$ cat config.mk
export PLATFORM = sky130hd
export DESIGN_NAME = lcd_bus_arbiter_flat
export DESIGN_NICKNAME = d
export VERILOG_FILES = /design/src/rtl/lcd_bus_arbiter_if.sv /design/src/rtl/lcd_bus_arbiter.sv /design/src/flat_wrapper.sv
export SDC_FILE = /design/constraint.sdc
export NUM_CORES = 1
export LEC_CHECK = 0
export ABC_AREA = 1
export BUFFER_PORTS_ARGS = -buffer_cell sky130_fd_sc_hd__buf_2
export CAP_MARGIN = 20
export CORE_MARGIN = 10
export CORE_UTILIZATION = 40
export DETAILED_ROUTE_END_ITERATION = 7
export PLACE_DENSITY = 0.7
export SYNTH_ARGS = -nofsm -noshare
export SYNTH_HDL_FRONTEND = slang
export SYNTH_SLANG_ARGS = --single-unit
$ cat constraint.sdc
create_clock -name qzt_clk -period 2.3 [get_ports qzt_clk]
set_input_delay 0.46 -clock qzt_clk [delete_from_list [all_inputs] [get_ports qzt_clk]]
set_output_delay 0.46 -clock qzt_clk [all_outputs]
set_load 0.05 [all_outputs]
$ cat src/rtl/lcd_bus_arbiter_if.sv
// Bundle of requester-side handshake and LCD pin signals for lcd_bus_arbiter.
// master = requesters / LCD pins observer, slave = the arbiter itself.
interface lcd_bus_arbiter_if;
  logic [1:0] req;
  logic       rs0;
  logic       rs1;
  logic [7:0] byte0;
  logic [7:0] byte1;
  logic [1:0] ack;
  logic       busy;
  logic [1:0] lcd_flags;
  logic [3:0] lcd_data;

  modport master (
    output req, rs0, rs1, byte0, byte1,
    input  ack, busy, lcd_flags, lcd_data
  );

  modport slave (
    input  req, rs0, rs1, byte0, byte1,
    output ack, busy, lcd_flags, lcd_data
  );
endinterface

$ cat src/rtl/lcd_bus_arbiter.sv
// Round-robin arbiter sharing a 4-bit HD44780 bus between two byte requesters;
// sends each byte as two nibbles with setup/pulse/gap timing, then a busy wait.
module lcd_bus_arbiter #(
  parameter int T_SETUP = 16,
  parameter int T_PULSE = 16,
  parameter int T_GAP   = 64,
  parameter int T_WAIT  = 4095,
  parameter int T_LONG  = 98304,
  parameter int CW      = 17
) (
  input  logic         qzt_clk,
  input  logic         rst_n,
  input  logic         en,
  lcd_bus_arbiter_if.slave bus
);

  typedef enum logic [2:0] {
    IDLE   = 3'd0,
    UP_SET = 3'd1,
    UP_PUL = 3'd2,
    GAP    = 3'd3,
    LO_SET = 3'd4,
    LO_PUL = 3'd5,
    WAIT   = 3'd6
  } state_t;

  // Terminal counts: a state lasting N cycles leaves when the counter reads N-1.
  localparam logic [CW-1:0] CNT_ONE   = {{(CW-1){1'b0}}, 1'b1};
  localparam logic [CW-1:0] LIM_SETUP = CW'(T_SETUP - 1);
  localparam logic [CW-1:0] LIM_PULSE = CW'(T_PULSE - 1);
  localparam logic [CW-1:0] LIM_GAP   = CW'(T_GAP - 1);
  localparam logic [CW-1:0] LIM_WAIT  = CW'(T_WAIT - 1);
  localparam logic [CW-1:0] LIM_LONG  = CW'(T_LONG - 1);

  // Clear-display and return-home (command bytes 0x00..0x03) need the long wait.
  function automatic logic is_long(input logic rs, input logic [7:0] b);
    return (rs == 1'b0) && (b <= 8'h03);
  endfunction

  state_t        state_r, state_s;
  logic [CW-1:0] cnt_r, cnt_s;
  logic          last_r, last_s;
  logic          rs_r, rs_s;
  logic [7:0]    byte_r, byte_s;
  logic          long_r, long_s;
  logic [1:0]    ack_r, ack_s;
  logic          busy_r, busy_s;
  logic [1:0]    flags_r, flags_s;
  logic [3:0]    data_r, data_s;
  logic          win_s;
  logic          win_rs_s;
  logic [7:0]    win_byte_s;

  // Winner selection: lone requester wins, contention goes to the port not served last.
  always_comb begin
    if (bus.req == 2'b11) begin
      win_s = ~last_r;
    end else if (bus.req[1]) begin
      win_s = 1'b1;
    end else begin
      win_s = 1'b0;
    end
    if (win_s) begin
      win_rs_s   = bus.rs1;
      win_byte_s = bus.byte1;
    end else begin
      win_rs_s   = bus.rs0;
      win_byte_s = bus.byte0;
    end
  end

  // Next-state and next-output logic of the transfer sequencer.
  always_comb begin
    state_s = state_r;
    cnt_s   = cnt_r + CNT_ONE;
    last_s  = last_r;
    rs_s    = rs_r;
    byte_s  = byte_r;
    long_s  = long_r;
    ack_s   = 2'b00;
    busy_s  = busy_r;
    flags_s = flags_r;
    data_s  = data_r;
    case (state_r)
      IDLE: begin
        cnt_s = '0;
        if (en && (bus.req != 2'b00)) begin
          last_s  = win_s;
          rs_s    = win_rs_s;
          byte_s  = win_byte_s;
          long_s  = is_long(win_rs_s, win_byte_s);
          ack_s   = {win_s, ~win_s};
          busy_s  = 1'b1;
          data_s  = win_byte_s[7:4];
          flags_s = {win_rs_s, 1'b0};
          state_s = UP_SET;
        end else begin
          state_s = IDLE;
        end
      end
      UP_SET: begin
        if (cnt_r == LIM_SETUP) begin
          flags_s = {rs_r, 1'b1};
          cnt_s   = '0;
          state_s = UP_PUL;
        end else begin
          state_s = UP_SET;
        end
      end
      UP_PUL: begin
        if (cnt_r == LIM_PULSE) begin
          flags_s = {rs_r, 1'b0};
          cnt_s   = '0;
          state_s = GAP;
        end else begin
          state_s = UP_PUL;
        end
      end
      GAP: begin
        if (cnt_r == LIM_GAP) begin
          data_s  = byte_r[3:0];
          cnt_s   = '0;
          state_s = LO_SET;
        end else begin
          state_s = GAP;
        end
      end
      LO_SET: begin
        if (cnt_r == LIM_SETUP) begin
          flags_s = {rs_r, 1'b1};
          cnt_s   = '0;
          state_s = LO_PUL;
        end else begin
          state_s = LO_SET;
        end
      end
      LO_PUL: begin
        if (cnt_r == LIM_PULSE) begin
          flags_s = 2'b00;
          data_s  = 4'h0;
          cnt_s   = '0;
          state_s = WAIT;
        end else begin
          state_s = LO_PUL;
        end
      end
      WAIT: begin
        if (cnt_r == (long_r ? LIM_LONG : LIM_WAIT)) begin
          busy_s  = 1'b0;
          cnt_s   = '0;
          state_s = IDLE;
        end else begin
          state_s = WAIT;
        end
      end
      default: begin
        state_s = IDLE;
        cnt_s   = '0;
        busy_s  = 1'b0;
        flags_s = 2'b00;
        data_s  = 4'h0;
      end
    endcase
  end

  // State, payload and output registers; reset drops E immediately.
  always_ff @(posedge qzt_clk or negedge rst_n) begin
    if (!rst_n) begin
      state_r <= IDLE;
      cnt_r   <= '0;
      last_r  <= 1'b1;
      rs_r    <= 1'b0;
      byte_r  <= 8'h00;
      long_r  <= 1'b0;
      ack_r   <= 2'b00;
      busy_r  <= 1'b0;
      flags_r <= 2'b00;
      data_r  <= 4'h0;
    end else begin
      state_r <= state_s;
      cnt_r   <= cnt_s;
      last_r  <= last_s;
      rs_r    <= rs_s;
      byte_r  <= byte_s;
      long_r  <= long_s;
      ack_r   <= ack_s;
      busy_r  <= busy_s;
      flags_r <= flags_s;
      data_r  <= data_s;
    end
  end

  assign bus.ack       = ack_r;
  assign bus.busy      = busy_r;
  assign bus.lcd_flags = flags_r;
  assign bus.lcd_data  = data_r;

endmodule

$ cat src/flat_wrapper.sv
// flat-port wrapper written by rule: the top's interface ports become plain ports
module lcd_bus_arbiter_flat 
#(
  parameter int T_SETUP = 16,
  parameter int T_PULSE = 16,
  parameter int T_GAP   = 64,
  parameter int T_WAIT  = 4095,
  parameter int T_LONG  = 98304,
  parameter int CW      = 17
)
  (qzt_clk, rst_n, en, bus_req, bus_rs0, bus_rs1, bus_byte0, bus_byte1, bus_ack, bus_busy, bus_lcd_flags, bus_lcd_data);
  lcd_bus_arbiter_if bus_i ();
  input  logic qzt_clk;
  input  logic rst_n;
  input  logic en;
  input wire logic [$bits(bus_i.req)-1:0] bus_req;
  input wire logic [$bits(bus_i.rs0)-1:0] bus_rs0;
  input wire logic [$bits(bus_i.rs1)-1:0] bus_rs1;
  input wire logic [$bits(bus_i.byte0)-1:0] bus_byte0;
  input wire logic [$bits(bus_i.byte1)-1:0] bus_byte1;
  output wire logic [$bits(bus_i.ack)-1:0] bus_ack;
  output wire logic [$bits(bus_i.busy)-1:0] bus_busy;
  output wire logic [$bits(bus_i.lcd_flags)-1:0] bus_lcd_flags;
  output wire logic [$bits(bus_i.lcd_data)-1:0] bus_lcd_data;
  assign bus_i.req = bus_req;
  assign bus_i.rs0 = bus_rs0;
  assign bus_i.rs1 = bus_rs1;
  assign bus_i.byte0 = bus_byte0;
  assign bus_i.byte1 = bus_byte1;
  assign bus_ack = bus_i.ack;
  assign bus_busy = bus_i.busy;
  assign bus_lcd_flags = bus_i.lcd_flags;
  assign bus_lcd_data = bus_i.lcd_data;
  lcd_bus_arbiter #(.T_SETUP(T_SETUP), .T_PULSE(T_PULSE), .T_GAP(T_GAP), .T_WAIT(T_WAIT), .T_LONG(T_LONG), .CW(CW)) u_core (.qzt_clk(qzt_clk), .rst_n(rst_n), .en(en), .bus(bus_i));
endmodule
After elaboration in Yosys (flattened, before gate mapping). Index checks and enable logic that the tools add are counted.

Bits in registers: 36. Input port bits: 23. Output and inout bits: 9. Word-level logic and storage cells: 78.

$add $sub $neg: 1. $lt $le $gt $ge: 1. Equal/unequal tests: 16. Multiplexer cells: 31. Bitwise logic cells: 6. Reductions and logical operators: 13.

Operators by type and width (count): $mux W17 (4); $pmux W17 S3 (1); $pmux W3 S7 (1); $add A17 B1 Y17 const B (1); $eq A17 B17 Y1 (1); $eq A17 B4 Y1 const B (1); $eq A17 B6 Y1 const B (1); $mux W2 (8); $pmux W4 S4 (1); $mux W4 (3); $ne A2 B1 Y1 const B (6); $pmux W2 S5 (1); $eq A3 B3 Y1 const B (3); $le A8 B2 Y1 const B (1); $mux W1 (8); $mux W8 (1); $reduce_or A4 Y1 (2); $eq A3 B2 Y1 const B (2); $mux W3 (2); $not A1 Y1 (6); $reduce_and A5 Y1 (1); $reduce_or A5 Y1 (1); $reduce_and A4 Y1 (1); $reduce_or A2 Y1 (2); other kinds (8) (9).

Logic depth before layout (Yosys ltp).
Depth after elaboration: 5. Gate-level depth with buffers: 10. Gate-level depth less buffers: 10.

Worst setup path after synthesis. No wires, ideal clock.

Kind: flip-flop to flip-flop. Start: register u_core.cnt_r[0]. End: register u_core.cnt_r[7]. Setup time: 0.113 ns. Data arrival time: 1.377 ns. Required time: 2.187 ns. Path slack: 0.810 ns. Cell stages (with the launch flop): 10. Buffers on the path: 1. Clock period less this slack: 1.490 ns. Cells stage by stage: dfrtp_1 ha_1 nand3_1 nor2_1 nand3_2 nand2_2 nand3_4 buf_6 nand2_1 inv_1.

Word-level cells in the longest chain between the ends: 3. Elaborated cells between the ends (all ways): 8. Classes of those cells: add/sub (1); eq/ne (3); mux (4).

RTL lines: start, declared (line lcd_bus_arbiter.sv:41) `logic [CW-1:0] cnt_r, cnt_s;`; start signal, assigned (line lcd_bus_arbiter.sv:181) `cnt_r <= cnt_s;`; $add A17 B1 Y17, or another cell as far along (line lcd_bus_arbiter.sv:75) `cnt_s = cnt_r + CNT_ONE;`; $mux W17 (on tied branches); $pmux W17 S3 * (line lcd_bus_arbiter.sv:84) `case (state_r)`; net u_core.cnt_s[7] (line lcd_bus_arbiter.sv:41).

The timed path passes the listed nets; every way through them passes the cells marked *. A chain may end at the register's enable or synchronous reset.

Final worst setup path.
Start: register u_core.cnt_r[0]. End: register u_core.cnt_r[3].

Same word-level chain as after synthesis.

==> results.md <==
- Layout cells sized above 1: 0.202
- Cts hold-fix bufs: 0
- Root Buffer: clkbuf_8
- Final TNS setup: 0 ns
- Yosys top cell by area: dfrtp_1
- FF-to-FF Start: u_core.cnt_r[0]
- #FFs+latches synth: 36
- Clock skew: 0.00763 ns
- VDD IR-drop max: 0.000287 V
- Reg2Reg Setup Slack: 0.62 ns
- Number of library cell types mapped by synthesis: 30
- PostCTS Resize Cnt: 0
- First-pass GRT wire length: 9070 microns
- Cell Area, Placed: 2540 sq um
- Crit-path max FO: 16
- Crit path kind: reg2reg
- Total CTS buffers: 5
- Non-filler cells, final: 443
- Fin. Hold Viols: 0
- WP data required: 2.49 ns
- Async S/R FF share, synth: 1.00
- Wire per inst: 12.1 microns
- Pre-Repair DR Iteration Count: 5
- Actual slew at the worst max-slew pin: 0.800 ns
- Fin crit period: 1.68 ns
- Reg2reg path depth: 8
- Latest clock arrival within the worst-skew pair: 0.30 ns
- Synth-to-layout area growth: 14.3%
- CP max stage delay: 0.39 ns
- Fin area: 2650 sq um
- Slew Limit Fails: 0
- Drt initial violations: 120
- Diode count: 0
- Critical path arrival: 1.87 ns
- Pin count of the biggest net entering global routing: 37
- Syn nets: 360
- Vias: 2172
- CP max stage cell: dfrtp_1
- Synth top area share: 0.378
- DR DRC count: 0
- Antenna violations before repair: 0
- GRT overflow: 0
- Die ar.: 9230 sq um
- Post-DR vias/cell: 4.90
- Top-count cell post-synth: nand2_1
- CP Capture Type: register
- Post-synth top cells: nand2_1 (99), inv_1 (49), nor2_1 (41)
- DIE WIDTH: 96.1 microns
- FP Rows: 27
- FF-to-FF End: u_core.cnt_r[3]
- H-tree depth: 2
- FMAX: 595 MHz
- Gpl congestion: 0.920
- Syn avg cell area: 6.91 sq um
- Reg clk slew, reported paths: 0.07 ns
- Clock buffer depth: 2
- Yosys warning count: 0
- Mapped Area: 2320 sq um
- Ys flop type: dfrtp_1
- Post-synth EDFFs: 0
- Seq/Total Area, Yosys: 0.390
- Final Cycle Share: 0.731
- Clock sink total: 36
- Antenna-violating nets left: 0
- Startpoint Class: register
- Mapped Cells: 335
- Status: finished, final reports clean
- Detailed-placement wirelength estimate: 4080 microns
- GRT Util Overall: 0.123
- Initial Utilization: 0.415
- # nets final: 395
- Post-CTS setup buffer count: 0
- Placed Cells: 435
- Relative slew slack: 0.467
- Synth area leaders: dfrtp_1 (38%), nand2_1 (16%), inv_1 (7.9%)
- Multi-input gate area: 1180 sq um
- Die Y: 96.1 microns
- Crit path cell chain: ha_1 > nand3_1 > nor2_1 > nand3_2 > nand2_2 > nand3_4 > nand2_1 > inv_1
- Max Cap Violations: 0
- Port bufs: 31
- Number of global-route vias before repair: 1986
- Filler cells: 577
- CTS tree: built
- Static leakage: 1.51 nW
- I/O pin count: 32
- Hold Crit Class: in2async
- PD cells: 468 nW/um^2
- Reg area: 902 sq um
- Hold WS: 0.240 ns
- Core Region: 5570 sq um
- DRT Wirelength: 5360 microns
- Final setup viols: 0
- Unrepaired setup endpoints after global routing: no
==> per-layer routing <==
metal  wire length (microns)  vias to the layer above  track usage  part of all wire
met5                       0                        -            0                 0
met4                     120                        0       0.0565             0.022
met3                     245                       13       0.0319             0.046
met2                    2570                       61        0.193              0.48
met1                    2430                      985        0.155              0.45
li1                        -                     1113            -                 -
==> worst max-delay path, delay by kind of cell (launching register included) <==
family                     cells  cell delay, ns
adders and majority gates      1            0.20
and+or+nand+nor                6            0.93
DFF                            1            0.39
buffers and inverters          1            0.04
==> layout make-up <==
type                    count  area share
multi-input cells         240       0.447
clock buffers               6      0.0274
well taps                  72      0.0340
inverters                  56      0.0794
repair buffers             31      0.0586
flip-flops and latches     36       0.341
clock inverters             2      0.0132
==> cell usage in the layout (no fill, tap or decap), types with 5 or more instances in the layout <==
master / instances
buf_2: 31
clkbuf_8: 5
dfrtp_1: 35
inv_1: 49
inv_2: 7
nand2_1: 99
nand2_2: 11
nand3_1: 29
nand4_1: 11
nor2_1: 41
o21ai_0: 9
==> registers in the layout, summed over array words and instances (netlist names), 2 cells and up <==
signal,cells
u_core.bus.ack,2
u_core.bus.lcd_data,4
u_core.bus.lcd_flags,2
u_core.byte_r,4
u_core.cnt_r,17
u_core.state_r,3
==> worst max-delay path by stage <==
stage / slack (ns) / from / to
after global routing: 0.43 / u_core.cnt_r[0] / u_core.bus.lcd_data[3]
final: 0.62 / u_core.cnt_r[0] / u_core.cnt_r[3]
after global placement: 0.59 / bus_req[0] / u_core.long_r
after floorplan: 0.81 / u_core.cnt_r[0] / u_core.cnt_r[7]
after detailed placement: 0.56 / bus_req[0] / u_core.long_r
after CTS: 0.62 / u_core.cnt_r[0] / u_core.cnt_r[12]
==> where the power goes <==
group / internal [mW] / switching [mW] / total [mW] / leakage [nW]
registers: 0.633 / 0 / 0.633 / 0.469
clock network: 0.322 / 0.230 / 0.551 / 0.0552
logic: 0.0209 / 0.0327 / 0.0536 / 0.986
==> metrics by stage <==
| stage | power (mW) | setup WS (ns) | util |
|---|---|---|---|
| final | 1.24 | 0.619 | 0.475 |
| after global routing | 1.28 | 0.434 | 0.475 |
| after CTS | 1.25 | 0.621 | 0.475 |
| after detailed placement | 0.700 | 0.561 | 0.456 |
| after global placement | 0.699 | 0.585 | 0.456 |
| after floorplan | 0.666 | 0.810 | - |
==> kinds of logic (layout without fill, tap and decap cells) <==
logic type               Yosys count  after routing  share of synthesized area
XOR/XNOR                           4              4                     0.0151
flip-flops                        36             36                      0.390
buffers and inverters             59             95                     0.0999
AND/OR/NAND/NOR                  212            212                      0.428
adder cells (fa/ha/maj)            2              2                     0.0108
AO/OA/AOI/OAI                     22             22                     0.0567
Note: power is estimated with default switching activity, not from simulation.
